--- src/rtl/vga_overlay_arbiter.sv ---
// Frame-synchronous arbiter sharing the VGA color client's overlay path among
// NREQ pixel sources; ownership only changes at the start of vertical blanking.
module vga_overlay_arbiter #(
    parameter int unsigned NREQ        = 4,
    parameter int unsigned FRAME_QUOTA = 2
) (
    input  logic                CLK_100MHz,
    input  logic                RESET,
    input  logic                VBlank,
    input  logic                HBlank,
    input  logic [NREQ-1:0]     REQ,
    input  logic [4*NREQ-1:0]   REQ_RED,
    input  logic [4*NREQ-1:0]   REQ_GREEN,
    input  logic [4*NREQ-1:0]   REQ_BLUE,
    input  logic [NREQ-1:0]     REQ_HIT,
    output logic [NREQ-1:0]     GNT,
    output logic                OVERLAY_EN,
    output logic [3:0]          wRed,
    output logic [3:0]          wGreen,
    output logic [3:0]          wBlue,
    output logic                yes
);

    localparam int unsigned LW    = (NREQ > 1) ? $clog2(NREQ) : 1;
    localparam logic [7:0]  QUOTA = 8'(FRAME_QUOTA);

    typedef enum logic {
        IDLE  = 1'b0,
        OWNED = 1'b1
    } state_t;

    state_t          state;
    logic            vb_d;
    logic            fb_armed;
    logic [7:0]      qcnt;
    logic [LW-1:0]   last;

    logic            fb_c;
    logic            owner_req_c;
    logic            any_found_c;
    logic            other_found_c;
    logic [LW-1:0]   any_pick_c;
    logic [LW-1:0]   other_pick_c;
    logic [LW-1:0]   idx_c;

    // fb_armed keeps a VBlank already high at reset release from looking like an edge
    assign fb_c        = VBlank & ~vb_d & fb_armed;
    assign owner_req_c = REQ[last];

    // Round-robin search from last+1; descending k lets the nearest requester win
    always_comb begin
        any_found_c   = 1'b0;
        other_found_c = 1'b0;
        any_pick_c    = '0;
        other_pick_c  = '0;
        idx_c         = '0;
        for (int k = int'(NREQ); k >= 1; k--) begin
            idx_c = LW'((int'(last) + k) % int'(NREQ));
            if (REQ[idx_c]) begin
                any_found_c = 1'b1;
                any_pick_c  = idx_c;
                if (k < int'(NREQ)) begin
                    other_found_c = 1'b1;
                    other_pick_c  = idx_c;
                end
            end
        end
    end

    always_ff @(posedge CLK_100MHz or posedge RESET) begin
        if (RESET) begin
            state      <= IDLE;
            vb_d       <= 1'b0;
            fb_armed   <= 1'b0;
            qcnt       <= 8'd0;
            last       <= LW'(NREQ - 1);
            GNT        <= '0;
            OVERLAY_EN <= 1'b0;
            wRed       <= 4'h0;
            wGreen     <= 4'h0;
            wBlue      <= 4'h0;
            yes        <= 1'b0;
        end else begin
            vb_d <= VBlank;
            if (!VBlank) begin
                fb_armed <= 1'b1;
            end

            // Overlay forwarding, blanked outside the active area or without an owner
            if (VBlank || HBlank || state == IDLE) begin
                wRed   <= 4'h0;
                wGreen <= 4'h0;
                wBlue  <= 4'h0;
                yes    <= 1'b0;
            end else begin
                wRed   <= REQ_RED[{last, 2'b00} +: 4];
                wGreen <= REQ_GREEN[{last, 2'b00} +: 4];
                wBlue  <= REQ_BLUE[{last, 2'b00} +: 4];
                yes    <= REQ_HIT[last];
            end

            if (fb_c) begin
                if (state == IDLE) begin
                    if (any_found_c) begin
                        state      <= OWNED;
                        last       <= any_pick_c;
                        GNT        <= NREQ'(1) << any_pick_c;
                        OVERLAY_EN <= 1'b1;
                        qcnt       <= 8'd1;
                    end
                end else if (owner_req_c && qcnt < QUOTA) begin
                    qcnt <= qcnt + 8'd1;
                end else if (other_found_c) begin
                    last       <= other_pick_c;
                    GNT        <= NREQ'(1) << other_pick_c;
                    OVERLAY_EN <= 1'b1;
                    qcnt       <= 8'd1;
                end else if (!owner_req_c) begin
                    state      <= IDLE;
                    GNT        <= '0;
                    OVERLAY_EN <= 1'b0;
                    qcnt       <= 8'd0;
                end
                // remaining case: sole owner at quota keeps the grant, qcnt saturated
            end
        end
    end

endmodule

--- config.mk ---
export PLATFORM = sky130hd
export DESIGN_NAME = vga_overlay_arbiter
export DESIGN_NICKNAME = d
export VERILOG_FILES = /design/src/rtl/vga_overlay_arbiter.sv
export SDC_FILE = /design/constraint.sdc
export NUM_CORES = 1
export LEC_CHECK = 0
export ABC_CLOCK_PERIOD_IN_PS = 4260
export BUFFER_PORTS_ARGS = -buffer_cell sky130_fd_sc_hd__buf_2
export CAP_MARGIN = 10
export CORE_ASPECT_RATIO = 1.4
export CORE_MARGIN = 10
export CORE_UTILIZATION = 52
export CTS_CLUSTER_DIAMETER = 80
export CTS_CLUSTER_SIZE = 10
export DETAILED_ROUTE_END_ITERATION = 12
export PLACE_DENSITY = 0.86
export RECOVER_POWER = 100
export SLEW_MARGIN = 30
export SYNTH_ARGS = -nofsm -noshare
export SYNTH_HDL_FRONTEND = slang
export SYNTH_SLANG_ARGS = --single-unit
--- constraint.sdc ---
create_clock -name CLK_100MHz -period 4.26 [get_ports CLK_100MHz]
set_clock_uncertainty 0.2 [all_clocks]
set_input_delay 0.426 -clock CLK_100MHz [delete_from_list [all_inputs] [get_ports CLK_100MHz]]
set_output_delay 0.426 -clock CLK_100MHz [all_outputs]
set_load 0.05 [all_outputs]
==> summary.md, run 1 <==
| Metric | Value |
|---|---|
| Post-Syn Nets | 228 |
| CTS max path bufs | 2 |
| Final worst setup slack | 0.991 ns |
| Commonest non-fill, non-tap cell in the layout | buf_2 |
| Post-route ant nets | 0 |
| Post-synth EDFFs | 0 |
| Routability Congestion | 0.815 |
| CTS tree | yes |
| GRT overflow | 0 |
| CTS clk-pin slew, worst paths | 0.06 ns |
| Final Hold Vio Count | 0 |
| Yosys warning count | 0 |
| Internal power | 801 µW |
| Seq/Total Area, Yosys | 0.412 |
| Main synth FF type | dfrtp_1 |
| CTS buffer count | 5 |
| Pre-CTS setup slack | 1.32 ns |
| Synth Instances | 167 |
| Port Buf Inserts | 77 |
| Clock Power Share | 0.172 |
| Largest net degree at the start of global routing | 32 |
| Buffers & Inverters on Critical Path | 0 |
| Max_cap viols | 0 |
| Worst-path cell chain | mux4_2 -> o211a_1 -> a2bb2oi_2 -> or4b_1 -> and3_1 |
| NumNets Final | 303 |
| First-pass detailed-route iteration total | 4 |
| Leakage Power | 1.07 nW |
| Vias/cell | 5.87 |
| DRC | 0 |
| WHS | 0.0995 ns |
| Worst slew margin | 0.236 |
| Worst EP arrival | 3.24 ns |
| Initial antenna violation count | 0 |
| Area grow syn2layout | 23.3% |
| Clk_lat worst skew | 0.28 ns |
| Core area | 0.00344 mm² |
| Achievable Freq | 0.306 GHz |
| Final WL | 4820 µm |
| First-pass GRT wire length | 7930 µm |
| HP Class | input port to register |
| Overall power | 1.38 mW |
| Post-CTS sizing | 0 |
| Crit Path Max Fanout | 25 |
| RSZ-0062 raised after global routing | no |
| Maximum VDD drop | 413 µV |
| Avg Cell Area, Syn | 11.3 µm² |
| Wirelength per Cell | 17.0 µm |
| Crit end category | register |
| Max Slew Vio Count | 0 |
| CP top delay family | flip-flops |
| Die X | 70.9 µm |
| Type of origin of the critical path | register |
| Actual slew at the worst max-slew pin | 1.15 ns |
| Minimum clock period | 3.27 ns |
| Post-CTS setup buffer count | 0 |
| Status | finished, final reports clean |
| Die area | 0.00647 mm² |
| Synth cell types | 46 |
| Final Cycle Share | 0.767 |
| Critical path's slowest cell | dfstp_1 |
| Vias in the first global route | 1812 |
| TNS Setup | 0 ns |
| DR vias | 1661 |
| Synthesized area | 0.00189 mm² |
| Most frequent cells in the layout | 58 x buf_2, 29 x dfrtp_1, 20 x clkbuf_1, 16 x nor2b_1, 14 x mux4_2 |
| Final setup fails | 0 |
| NetSw | 582 µW |
| Die height | 91.3 µm |
| Combinational share of power | 0.473 |
| Layout Utilization | 0.676 |
| Max H-tree Level | 2 |
| CP Class | register to register |
| Root buf cell | clkbuf_8 |
| Clk sinks | 31 |
| Ports | 78 |
| Pwr per Cell Area | 595 mW/mm² |
| FP Rows | 25 |
| Total global-route track usage | 0.149 |
| Flop pwr share | 0.355 |
| CP Data Required Time | 4.23 ns |
| Starting Density | 0.548 |
| Worst path max stage delay | 1.26 ns |
| Register bit count reported by yosys | 31 |
| # diodes | 0 |
| Switching share of power | 0.421 |
| Asr flop ratio synth | 1.00 |
| Post-cts hold buffer count | 0 |
| Iter 0 DRT Violations | 57 |
| Detailed Place HPWL | 3910 µm |
| Layout cells sized above 1 | 0.354 |
-- worst register-to-register path: cells and delay by family (launching register included) --
kind            cells  cell delay (ns)
compound gates      2             0.34
flops               1             1.26
mux                 1             0.69
simple gates        2             0.67
-- layout make-up --
class	instances	area (µm²)
Clock buffer	7	86.3
Clock inverter	1	5.00
Fill cell	309	1110
Multi-Input combinational cell	124	1030
Tap cell	40	50.0
Sequential cell	31	778
Inverter	3	11.3
Timing Repair Buffer	77	362
-- flip-flops by register name, indices dropped and copies added (netlist names), 2 cells and up --
signal  cells
wBlue       4
GNT         4
wRed        4
wGreen      4
qcnt        8
last        2
-- cells by family after synthesis --
group | Yosys count | share of synthesized area
buffers and inverters | 12 | 0.0358
multiplexers | 20 | 0.203
AND/OR/NAND/NOR | 72 | 0.214
flip-flops | 31 | 0.412
adder cells (fa/ha/maj) | 1 | 0.00663
AO/OA/AOI/OAI | 31 | 0.128
-- metrics by stage --
step	instance area, µm²	cells
after global placement	2270	275
after detailed placement	2270	275
final	2330	283
after CTS	2360	283
after floorplan	1890	167
after global routing	2330	283
-- metal layers --
layer,track usage,up-vias,routed length [µm]
met3,0.0664,8,394
met2,0.283,59,2680
met5,0,-,0
met1,0.131,820,1650
met4,0.0583,0,88
li1,-,774,-
-- synth_stat cells, types with 4 or more instances --
cell / n / area (µm²)
buf_2: 4 / 20.0
dfrtp_1: 29 / 726
mux2_1: 4 / 45.0
mux4_2: 14 / 315
nand2_1: 13 / 48.8
nand3_1: 6 / 30.0
nor2_1: 8 / 30.0
nor2b_1: 16 / 100
nor3_1: 7 / 35.0
o21a_1: 6 / 45.0
o21ai_0: 5 / 25.0
-- power by group through the flow --
stage	registers, mW	clock network, mW	logic (mW)
after CTS	0.493	0.242	0.676
after global placement	0.496	0	0.656
after floorplan	0.563	0	0.471
final	0.491	0.238	0.654
after global routing	0.513	0.256	0.703
after detailed placement	0.499	0	0.675
-- path summary, 6_finish.rpt --
| kind | cells past startpoint | end | slack [ns] | startpoint |
|---|---|---|---|---|
| hold / removal | 1 | vb_d | 0.1 | VBlank |
| max in group asynchronous | 2 | wBlue[3] | 2.94 | RESET |
| hold reg to reg | 1 | fb_armed | 0.27 | fb_armed |
| setup reg to reg | 5 | qcnt[0] | 0.99 | last[0] |
| setup / recovery | 5 | qcnt[0] | 0.99 | last[0] |
| min in group asynchronous | 2 | GNT[0] | 0.23 | RESET |
(Power assumes the default switching activity.)
==> run 2, diff against run 1 <==
--- a/config.mk
+++ b/config.mk
@@ -5,16 +5,16 @@
 export SDC_FILE = /design/constraint.sdc
 export NUM_CORES = 1
 export LEC_CHECK = 0
-export ABC_CLOCK_PERIOD_IN_PS = 4260
+export ABC_CLOCK_PERIOD_IN_PS = 3100
 export BUFFER_PORTS_ARGS = -buffer_cell sky130_fd_sc_hd__buf_2
 export CAP_MARGIN = 10
 export CORE_ASPECT_RATIO = 1.4
 export CORE_MARGIN = 10
-export CORE_UTILIZATION = 52
+export CORE_UTILIZATION = 48
 export CTS_CLUSTER_DIAMETER = 80
 export CTS_CLUSTER_SIZE = 10
 export DETAILED_ROUTE_END_ITERATION = 12
-export PLACE_DENSITY = 0.86
+export PLACE_DENSITY = 0.8
 export RECOVER_POWER = 100
 export SLEW_MARGIN = 30
 export SYNTH_ARGS = -nofsm -noshare
==> constraint.sdc (replaced) <==
create_clock -name CLK_100MHz -period 3.1 [get_ports CLK_100MHz]
set_clock_uncertainty 0.2 [all_clocks]
set_input_delay 0.31 -clock CLK_100MHz [delete_from_list [all_inputs] [get_ports CLK_100MHz]]
set_output_delay 0.31 -clock CLK_100MHz [all_outputs]
set_load 0.05 [all_outputs]
==> run 2 against run 1 <==
  * The flow now finishes with violations (max-capacitance violations, max-slew violations)
  * Hold slack improved by 0.16 ns
  * Routed wire length rose by 0.25%
  * Combinational power rose by 42%
  * Final cell count rose by 2.1%
  * Total power rose by 35%
  * Critical path depth did not move
  * Die area rose by 6.2%
  * Critical path type unchanged
  * Critical endpoint is now qcnt[5]
==> summary.md, run 2 (same netlist as run 1, synthesis figures left out) <==
| Metric | Value |
|---|---|
| Status | finished, violations left |
| Starting Density | 0.509 (-0.0396) |
| CTS clk-pin slew, worst paths | 0.06 ns (about the same) |
| Area occupied by multi-input gates | 0.00103 mm² (-0.36%) |
| Reg2Reg Capture Point | qcnt[5] |
| Number of flip-flops in the largest register | 8 (unchanged) |
| Total length of routed met3 wires | 367 µm (-6.9%) |
| Hold Crit Depth | 3 (+2) |
| HP Class | input port to register |
| # diodes | 0 (unchanged) |
| Final worst setup slack | 0.359 ns (-0.631 ns) |
| TNS Setup | 0 ns (unchanged) |
| CTS max path bufs | 2 (unchanged) |
| Worst EP arrival | 2.71 ns (-0.53 ns) |
| Pre-CTS setup slack | 0.457 ns (-0.867 ns) |
| DR vias | 1666 (+0.30%) |
| Max Slew Vio Count | 32 (+32) |
| Post-Place Cells | 279 (+1.5%) |
| Worst R2R Start | last[0] |
| WHS | 0.261 ns (+0.161 ns) |
| RSZ-0062 raised after global routing | no |
| Core area | 0.00371 mm² (+7.8%) |
| Maximum VDD drop | 563 µV (+36%) |
| Failing checks | max-capacitance violations, max-slew violations |
| Top sig layer | met4 |
| Largest net degree at the start of global routing | 32 (unchanged) |
| Post-CTS setup buffer count | 0 (unchanged) |
| Most frequent cells in the layout | 58 x buf_2, 29 x dfrtp_1, 22 x clkbuf_1, 16 x nor2b_1, 14 x mux4_2 |
| GRT overflow | 0 (unchanged) |
| Clk_lat worst skew | 0.28 ns (about the same) |
| Minimum clock period | 2.74 ns (-0.529 ns) |
| Fillcell total | 341 (+10%) |
| Iter 0 DRT Violations | 97 (+70%) |
| Achievable Freq | 0.365 GHz (+19%) |
| Vias/cell | 5.76 (-1.8%) |
| Crit Path Max Fanout | 15 (-40%) |
| Layout cells sized above 1 | 0.352 (-0.00168) |
| Routability Congestion | 0.772 (-5.4%) |
| Final Hold Vio Count | 0 (unchanged) |
| Commonest non-fill, non-tap cell in the layout | buf_2 |
| Area grow syn2layout | 24.3% |
| WHS Endpoint | wRed[0] |
| Met2 wire len | 2620 µm (-2.4%) |
| Detailed Place HPWL | 3940 µm (+0.94%) |
| Worst slew margin | -0.103 (-0.339) |
| Post-route ant nets | 0 (unchanged) |
| Initial antenna violation count | 0 (unchanged) |
| Type of origin of the critical path | register |
| First-pass detailed-route iteration total | 4 (unchanged) |
| Ports | 78 (unchanged) |
| Final Cycle Share | 0.884 (+0.117) |
| CP Data Required Time | 3.07 ns (-1.16 ns) |
| Max_cap viols | 1 (+1) |
| Crit end category | register |
| Met1 Routed Length | 1750 µm (+6.0%) |
| CP Class | register to register |
| Actual slew at the worst max-slew pin | 1.65 ns (+0.509 ns) |
| Final setup fails | 0 (unchanged) |
| Die height | 94.2 µm (+3.2%) |
| Max H-tree Level | 2 (unchanged) |
| NumNets Final | 307 (+1.3%) |
| Most flop-heavy register | qcnt |
| DRC | 0 (unchanged) |
| Worst Hold Launch | REQ_RED[12] |
| Clk sinks | 31 (unchanged) |
| Total global-route track usage | 0.145 (-0.00441) |
| Finished Layout Cells | 289 (+2.1%) |
| Die area | 0.00687 mm² (+6.2%) |
| Die X | 73.0 µm (+2.9%) |
| Internal reg-to-reg setup slack | 0.36 ns (-0.63 ns) |
| Root buf cell | clkbuf_8 |
| Overall power | 1.87 mW (+35%) |
| CTS buffer count | 5 (unchanged) |
| First-pass GRT wire length | 7850 µm (-1.0%) |
| FP Rows | 26 (+4.0%) |
| Worst r2r path cells | 5 (unchanged) |
| FF+latch area | 778 µm² (unchanged) |
| Pwr per Cell Area | 798 mW/mm² (+34%) |
| Final WL | 4830 µm (+0.25%) |
| Wirelength per Cell | 16.7 µm (-1.8%) |
| Port Buf Inserts | 77 (unchanged) |
| Leakage Power | 1.07 nW (+0.70%) |
| CTS tree | yes |
| Vias in the first global route | 1811 (-0.055%) |
-- run 2: repair_timing --
action	CTS	global route
hold buffers	2	0
resized for setup	0	0
hold endpoints to repair	30	0
-- run 2: final cells by class --
| class | count | share of cell area |
|---|---|---|
| Clock buffer | 7 | 0.0325 |
| Sequential cell | 31 | 0.332 |
| Timing Repair Buffer | 81 | 0.167 |
| Tap cell | 42 | 0.0224 |
| Multi-Input combinational cell | 124 | 0.439 |
| Inverter | 3 | 0.00480 |
| Clock inverter | 1 | 0.00213 |
-- run 2: power by group --
group          total, mW  internal, mW  leakage [nW]  switching (mW)
clock              0.297         0.157        0.0422           0.140
combinational      0.928         0.420         0.636           0.508
sequential         0.646         0.509         0.396           0.137
-- run 2: metrics by stage --
step / utilization / instance area, µm²
finish: 0.633 / 2350
global route: 0.633 / 2350
CTS: 0.643 / 2380
detailed placement: 0.616 / 2280
global placement: 0.616 / 2280
floorplan: - / 1890
-- run 2: layer usage --
layer,track usage,vias to the layer above
met3,0.0593,7
met1,0.129,810
met4,0.0571,0
met5,0,-
met2,0.274,57
li1,-,792
-- run 2: worst max-delay path: stages, from the launching register on --
cell       delay, ns
dfstp_2         0.72
mux4_2          0.62
nor2_2          0.14
a2bb2oi_1       0.62
nor4_1          0.13
o21a_1          0.20
-- run 2: worst max path at each step --
stage                     cells after the start    start  slack [ns]      end
after CTS                                     5  last[0]        0.44  qcnt[0]
final                                         5  last[0]        0.36  qcnt[5]
after global routing                          5  last[0]        0.20  qcnt[1]
after detailed placement                      5  last[0]        0.46  qcnt[0]
after floorplan                               5  last[0]        0.71  qcnt[0]
after global placement                        5  last[0]        0.48  qcnt[0]
